## src/rtl/press_classifier_pkg.sv

```systemverilog
// Shared definitions for the push-button press classifier: state and event
// encodings plus the default timing constants used to decode last_evt.
package press_classifier_pkg;

  typedef enum logic [1:0] {
    IDLE   = 2'b00,
    PRESS1 = 2'b01,
    GAP    = 2'b10,
    HELD   = 2'b11
  } state_t;

  typedef enum logic [1:0] {
    EVT_NONE   = 2'b00,
    EVT_SHORT  = 2'b01,
    EVT_LONG   = 2'b10,
    EVT_DOUBLE = 2'b11
  } evt_t;

  // 500 ms long press and 250 ms double-click window at 50 MHz.
  localparam int unsigned LONG_N_DEF = 25_000_000;
  localparam int unsigned GAP_N_DEF  = 12_500_000;
  localparam int unsigned CW_DEF     = 25;

endpackage

```

## src/rtl/press_classifier.sv

```systemverilog
// Classifies debounced button edges into short, long and double-click pulses,
// with a sticky last-event code. Single FSMD sharing one duration counter.
module press_classifier
  import press_classifier_pkg::*;
#(
  parameter int unsigned LONG_N = LONG_N_DEF,
  parameter int unsigned GAP_N  = GAP_N_DEF,
  parameter int unsigned CW     = CW_DEF
) (
  input  logic       clk,
  input  logic       reset,
  input  logic       db_level,
  input  logic       db_tick,
  output logic       short_tick,
  output logic       long_tick,
  output logic       double_tick,
  output logic [1:0] last_evt,
  output logic       busy
);

  state_t          r_state;
  state_t          w_next;
  logic [CW-1:0]   r_cnt;
  logic [CW-1:0]   w_cnt_next;
  evt_t            w_evt;
  evt_t            r_last;
  logic            r_short;
  logic            r_long;
  logic            r_double;
  logic            r_busy;
  logic            w_rise;
  logic            w_fall;

  // db_tick coincides with the last cycle of the old level.
  assign w_rise = db_tick & ~db_level;
  assign w_fall = db_tick &  db_level;

  always_comb begin
    w_next = r_state;
    w_evt  = EVT_NONE;
    case (r_state)
      IDLE: begin
        if (w_rise) w_next = PRESS1;
      end
      PRESS1: begin
        if (w_fall) begin
          w_next = GAP;
        end else if (r_cnt == CW'(LONG_N - 1)) begin
          w_next = HELD;
          w_evt  = EVT_LONG;
        end
      end
      GAP: begin
        if (w_rise) begin
          w_next = HELD;
          w_evt  = EVT_DOUBLE;
        end else if (r_cnt == CW'(GAP_N - 1)) begin
          w_next = IDLE;
          w_evt  = EVT_SHORT;
        end
      end
      HELD: begin
        if (w_fall) w_next = IDLE;
      end
      default: w_next = IDLE;
    endcase
  end

  always_comb begin
    w_cnt_next = r_cnt;
    if (w_next != r_state) begin
      w_cnt_next = '0;
    end else if (r_state == PRESS1 || r_state == GAP) begin
      w_cnt_next = r_cnt + CW'(1);
    end
  end

  always_ff @(posedge clk or negedge reset) begin
    if (!reset) begin
      r_state  <= IDLE;
      r_cnt    <= '0;
      r_last   <= EVT_NONE;
      r_short  <= 1'b0;
      r_long   <= 1'b0;
      r_double <= 1'b0;
      r_busy   <= 1'b0;
    end else begin
      r_state  <= w_next;
      r_cnt    <= w_cnt_next;
      r_short  <= (w_evt == EVT_SHORT);
      r_long   <= (w_evt == EVT_LONG);
      r_double <= (w_evt == EVT_DOUBLE);
      r_busy   <= (w_next != IDLE);
      if (w_evt != EVT_NONE) r_last <= w_evt;
    end
  end

  assign short_tick  = r_short;
  assign long_tick   = r_long;
  assign double_tick = r_double;
  assign last_evt    = r_last;
  assign busy        = r_busy;

endmodule

```

## config.mk

```make
export PLATFORM = sky130hd
export DESIGN_NAME = press_classifier
export DESIGN_NICKNAME = d
export VERILOG_FILES = /design/src/rtl/press_classifier_pkg.sv /design/src/rtl/press_classifier.sv
export SDC_FILE = /design/constraint.sdc
export NUM_CORES = 1
export LEC_CHECK = 0
export CORE_MARGIN = 10
export CORE_UTILIZATION = 64
export CTS_CLUSTER_DIAMETER = 200
export DETAILED_ROUTE_END_ITERATION = 8
export PLACE_DENSITY_LB_ADDON = 0.3
export SLEW_MARGIN = 5
export SYNTH_ARGS = -nofsm -noshare
export SYNTH_HDL_FRONTEND = slang
export SYNTH_SLANG_ARGS = --single-unit
```

## constraint.sdc

```tcl
create_clock -name clk -period 4.4 [get_ports clk]
set_input_delay 0.44 -clock clk [delete_from_list [all_inputs] [get_ports clk]]
set_output_delay 0.44 -clock clk [all_outputs]
set_load 0.01 [all_outputs]
```

# After elaboration in Yosys (flattened, before gate mapping)
# Cells that the tools add are included.
word_totals:
  register_bits: 33
  in_bits: 4
  output_inout_bits: 6
  word_cells: 39
op_classes:
  add_sub_neg: 1
  eq_ne: 9
  mux: 14
  bitwise: 3
  reduce_logical: 5
ops:
  columns: ["cell", "count"]
  rows:
  - ["$mux W25", 2]
  - ["$add A25 B1 Y25 const B", 1]
  - ["$eq A25 B24 Y1 const B", 1]
  - ["$eq A25 B25 Y1 const B", 1]
  - ["$mux W2", 9]
  - ["$eq A2 B2 Y1 const B", 4]
  - ["$pmux W2 S4", 1]
  - ["$reduce_bool A2 Y1", 3]
  - ["$eq A2 B1 Y1 const B", 2]
  - ["$pmux W2 S2", 1]
  - ["$and A1 B1 Y1", 2]
  - ["$logic_not A2 Y1", 1]
  - ["$ne A2 B2 Y1", 1]
  - ["$logic_or A1 B1 Y1", 1]
  - ["$mux W1", 1]
  - ["$not A1 Y1", 1]

# Depth between registers and ports, before layout
depth:
  ltp_word: 6
  mapped_depth: 10
  mapped_depth_nobuf: 7

# Worst setup path after synthesis
# Ideal clock, no wire load.
synth_path:
  path_type: "reg2reg"
  from: "register r_state[1]"
  to: "register r_cnt[19]"
  setup_ns: 0.101
  arrival_ns: 2.463
  required_time_ns: 4.299
  slack_ns: 1.836
  stages_incl_launch_ff: 10
  synth_period_minus_slack_ns: 2.564
  cell_sequence: "dfrtp_1 clkbuf_1 inv_1 ha_1 buf_2 nand3_2 or4_1 or3_1 xor2_1 nor4_1"
synth_between:
  elab_chain_len: 5
  word_cells_on_any_way: 15
synth_lines:
  columns: ["element", "line", "rtl"]
  rows:
  - ["start: declaration", "press_classifier.sv:21", "state_t r_state;"]
  - ["start signal: assignment", "press_classifier.sv:88", "r_state <= w_next;"]
  - ["$mux W2 (on tied branches)", "press_classifier.sv:57, press_classifier.sv:48", null]
  - ["$mux W2 (on tied branches)", "press_classifier.sv:54, press_classifier.sv:46", null]
  - ["$pmux W2 S4", "press_classifier.sv:41", "case (r_state)"]
  - ["$ne A2 B2 Y1", "press_classifier.sv:71", "if (w_next != r_state) begin"]
  - ["$mux W25 / $reduce_bool A2 Y1 (equally long branches)", null, null]
  - ["end signal: assignment", "press_classifier.sv:89", "r_cnt <= w_cnt_next;"]
  - ["end: declaration", "press_classifier.sv:23", "logic [CW-1:0] r_cnt;"]
# Several ways; a longest one is shown, not always the timed one.
# A chain may end at the register's enable or synchronous reset.

# Worst setup path in the final report
layout_path:
  from: "register r_state[1]"
  to: "register r_cnt[24]"
# The elaborated chain is that of the path after synthesis.

==> results_tabular.tex <==
\begin{tabular}{lr}
\hline
Metric & Value \\
\hline
\multicolumn{2}{l}{\textbf{Critical path}} \\
CP dominant cell by count & nor4\_2 \\
Series of cell instances along the critical path & inv\_1 > ha\_1 > nand3\_2 > or4\_1 > nor4\_2 > xnor2\_1 > nor4\_2 \\
Classification of the worst setup path & register to register \\
Cell with the largest stage delay on the worst path & or4\_1 \\
Arrival time of the worst setup path & 2990 ps \\
WP data required & 4570 ps \\
CP endpoint kind & register \\
Worst Path Max Fanout & 11 \\
Highest cell delay on the worst timing path & 700 ps \\
Type of element launching the critical path & register \\
\multicolumn{2}{l}{\textbf{Die}} \\
Number of cell rows & 20 \\
Initial standard-cell utilization of the core & 67.1\% \\
Number of ports placed on the die boundary & 10 \\
Area enclosed by the die boundary & 5870 sq um \\
Horizontal die dimension & 76.6 microns \\
Area of the core region & 3050 sq um \\
Die outline height & 76.6 microns \\
\multicolumn{2}{l}{\textbf{Logic synthesis}} \\
Syn Std Cell Area & 2050 sq um \\
Sequential share of the synthesized area & 40.3\% \\
Share of synthesized registers carrying an async set or reset & 100\% \\
Unique cell type count in the Yosys netlist & 51 \\
Cell count after synthesis & 209 \\
Seq cells post-synth & 33 \\
Most frequently used flop master after synthesis & dfrtp\_1 \\
Post-synthesis net count & 218 \\
Number of flops mapped to enable cells by yosys & 0 \\
YS warnings & 0 \\
Average size of a mapped cell & 9.81 sq um \\
\multicolumn{2}{l}{\textbf{Finish}} \\
Most common library cell in the layout ignoring fill and taps & dfrtp\_1 \\
Final non-filler cell total & 262 \\
Synthesis-to-finish area growth & 7.14\% \\
Top library cells by usage in the layout, fill and taps aside & 33 x dfrtp\_1, 23 x nor4\_1, 19 x nand2\_1 \\
Number of diodes & 0 \\
Fraction of final layout cells sized beyond drive strength 1 & 10.1\% \\
Net count reported at finish & 226 \\
\multicolumn{2}{l}{\textbf{Power and ir drop}} \\
Part of the total power dissipated in the clock network & 15.5\% \\
Switching fraction of total power & 43.3\% \\
Max VDD drop & 0.403 mV \\
Share of power burned in combinational logic & 46.5\% \\
Leakage power & 0.796 nW \\
Power per cell area & 459 nW/um\^{}2 \\
Part of the total power dissipated in sequential elements & 37.9\% \\
Reported net switching power & 436 uW \\
P\_int & 572 uW \\
\multicolumn{2}{l}{\textbf{Worst hold path}} \\
Worst hold path class & input pin to async pin \\
\multicolumn{2}{l}{\textbf{Clock tree}} \\
H-tree level count & 2 \\
CTS Hold Buffers Added & 0 \\
Post-CTS sizing & 0 \\
Total CTS buffers & 5 \\
Number of sinks handled by clock tree synthesis & 33 \\
Latest clock arrival within the worst-skew pair & 330 ps \\
Post-CTS Setup Bufs & 0 \\
Clk slew on worst S/H paths & 90 ps \\
CTS tree & done \\
Library cell used as clock root buffer & clkbuf\_4 \\
Worst-case clock buffer depth & 2 \\
\multicolumn{2}{l}{\textbf{Drt}} \\
Detailed Routing Iterations Pass 1 & 4 \\
Drt drc & 0 \\
First-iteration detailed-routing DRC count & 166 \\
Remaining antenna violation count & 0 \\
Vias per Instance & 6.47 \\
Total wire length & 4280 microns \\
Via count & 1695 \\
Post-DR wirelength/cell & 16.3 microns \\
\multicolumn{2}{l}{\textbf{Place}} \\
I/O Buffers & 9 \\
Final weighted congestion in routability-driven placement & 0.900 \\
Post-placement cell count & 254 \\
Detailed placement HPWL & 3030 microns \\
\multicolumn{2}{l}{\textbf{GRT}} \\
Number of global-route vias before repair & 1535 \\
First-pass GRT wire length & 7610 microns \\
Number of antenna violations at the first check in global routing & 0 \\
Overflow after GRT & 0 \\
Combined global-route utilization of all metal layers & 15.5\% \\
Pin count of the biggest net entering global routing & 34 \\
\multicolumn{2}{l}{\textbf{STA}} \\
Worst hold slack & 496 ps \\
Shortest period the worst path allows & 2820 ps \\
Number of max-slew violations in the final report & 0 \\
Setup-failing EPs final & 0 \\
Share of the cycle needed by the critical path after routing & 64.2\% \\
Clock tree skew after final layout & 15.0 ps \\
Final hold violation count & 0 \\
Worst-case headroom to the max-slew limit & 23.8\% \\
Worst Tran Pin Value & 1140 ps \\
Total negative setup slack & 0 ps \\
Highest clock frequency the design can meet & 354 MHz \\
Setup repair after global routing missed its margin & false \\
\multicolumn{2}{l}{\textbf{Job}} \\
Number of maximum-capacitance constraint violations & 0 \\
\multicolumn{2}{l}{\textbf{Outcome}} \\
Status & complete, no violations \\
\hline
\end{tabular}
==> area by class of cell <==
class,instances,area (sq um)
multi-input cells,160,1140
fillers,234,857
flip-flops and latches,33,826
repair buffers,10,97.6
well taps,44,55.1
clock buffers,8,48.8
inverters,7,26.3
==> metal layers <==
metal / vias to the layer above / GRT usage (%) / routed length [microns]
met5: - / 0 / 0
met4: 0 / 6.88 / 68
met3: 7 / 3.30 / 200
met2: 45 / 23.4 / 2000
met1: 824 / 20.6 / 2020
li1: 819 / - / -
==> path summary, 6_finish.rpt <==
check	startpoint	endpoint	slack, ps	cells after the start
worst max-delay path	r_state[1]	r_cnt[24]	1580	7
worst min-delay path	reset	busy	500	2
worst max register to register	r_state[1]	r_cnt[24]	1580	7
worst min register to register	last_evt[0]	last_evt[0]	500	1
max in group asynchronous	reset	r_cnt[1]	3590	2
min in group clk	last_evt[0]	last_evt[0]	500	1
==> flip-flops by register name (all words and copies together), names as in the netlist <==
signal	flops
busy	1
short_tick	1
double_tick	1
r_cnt	25
long_tick	1
r_state	2
last_evt	2
==> per-stage QoR <==
| step | power, mW | util, % | area [sq um] | worst slack, ps |
|---|---|---|---|---|
| 2_1_floorplan | 0.762 | - | 2050 | 1840 |
| 3_3_place_gp | 0.845 | 70.3 | 2150 | 1630 |
| 3_5_place_dp | 0.854 | 70.3 | 2150 | 1600 |
| 4_1_cts | 1.01 | 71.9 | 2200 | 1590 |
| 5_1_grt | 1.08 | 71.9 | 2200 | 1360 |
| 6_report | 1.01 | 71.9 | 2200 | 1580 |
==> critical path: cells and delay by family, from the launching register on <==
kind / cells / cell delay [ps]
flip-flops: 1 / 560
buffers and inverters: 1 / 160
XOR/XNOR: 1 / 170
AND/OR/NAND/NOR: 4 / 1280
adder cells (fa/ha/maj): 1 / 490
==> synthesized netlist by cell type (2+ instances only) <==
cell      count  area, sq um
dfrtp_1      33          826
nor4_1       23          144
nand2_1      19         71.3
xnor2_1      14          123
nand4_1      12         75.1
xor2_1       10         87.6
nor2_1        9         33.8
inv_1         7         26.3
nand3_1       7         35.0
nor3_1        6         30.0
nor4_2        6         75.1
a21oi_1       5         25.0
buf_2         5         25.0
ha_1          5         62.6
o211ai_1      3         22.5
o21ai_0       3         15.0
or4_1         3         22.5
a211oi_1      2         15.0
buf_6         2         22.5
clkbuf_1      2         7.51
nor2b_1       2         12.5
nor4b_1       2         17.5
==> power groups by stage <==
stage / Clock, mW / Combinational, mW / Sequential [mW]
after floorplan: 0 / 0.381 / 0.381
final: 0.157 / 0.469 / 0.382
after CTS: 0.165 / 0.469 / 0.381
after detailed placement: 0 / 0.466 / 0.388
after global placement: 0 / 0.460 / 0.385
after global routing: 0.177 / 0.515 / 0.388
==> kinds of logic (layout without fill, tap and decap cells) <==
| kind of cell | Yosys count | in the layout | synth area share (%) |
|---|---|---|---|
| AND/OR/NAND/NOR | 104 | 104 | 31.4 |
| AO/OA/AOI/OAI | 26 | 26 | 10.5 |
| multiplexers | 1 | 1 | 0.488 |
| XOR/XNOR | 24 | 24 | 10.3 |
| adder cells (fa/ha/maj) | 5 | 5 | 3.05 |
| buffers and inverters | 16 | 25 | 3.97 |
| flip-flops | 33 | 33 | 40.3 |
Note: power is estimated with default switching activity, not from simulation.
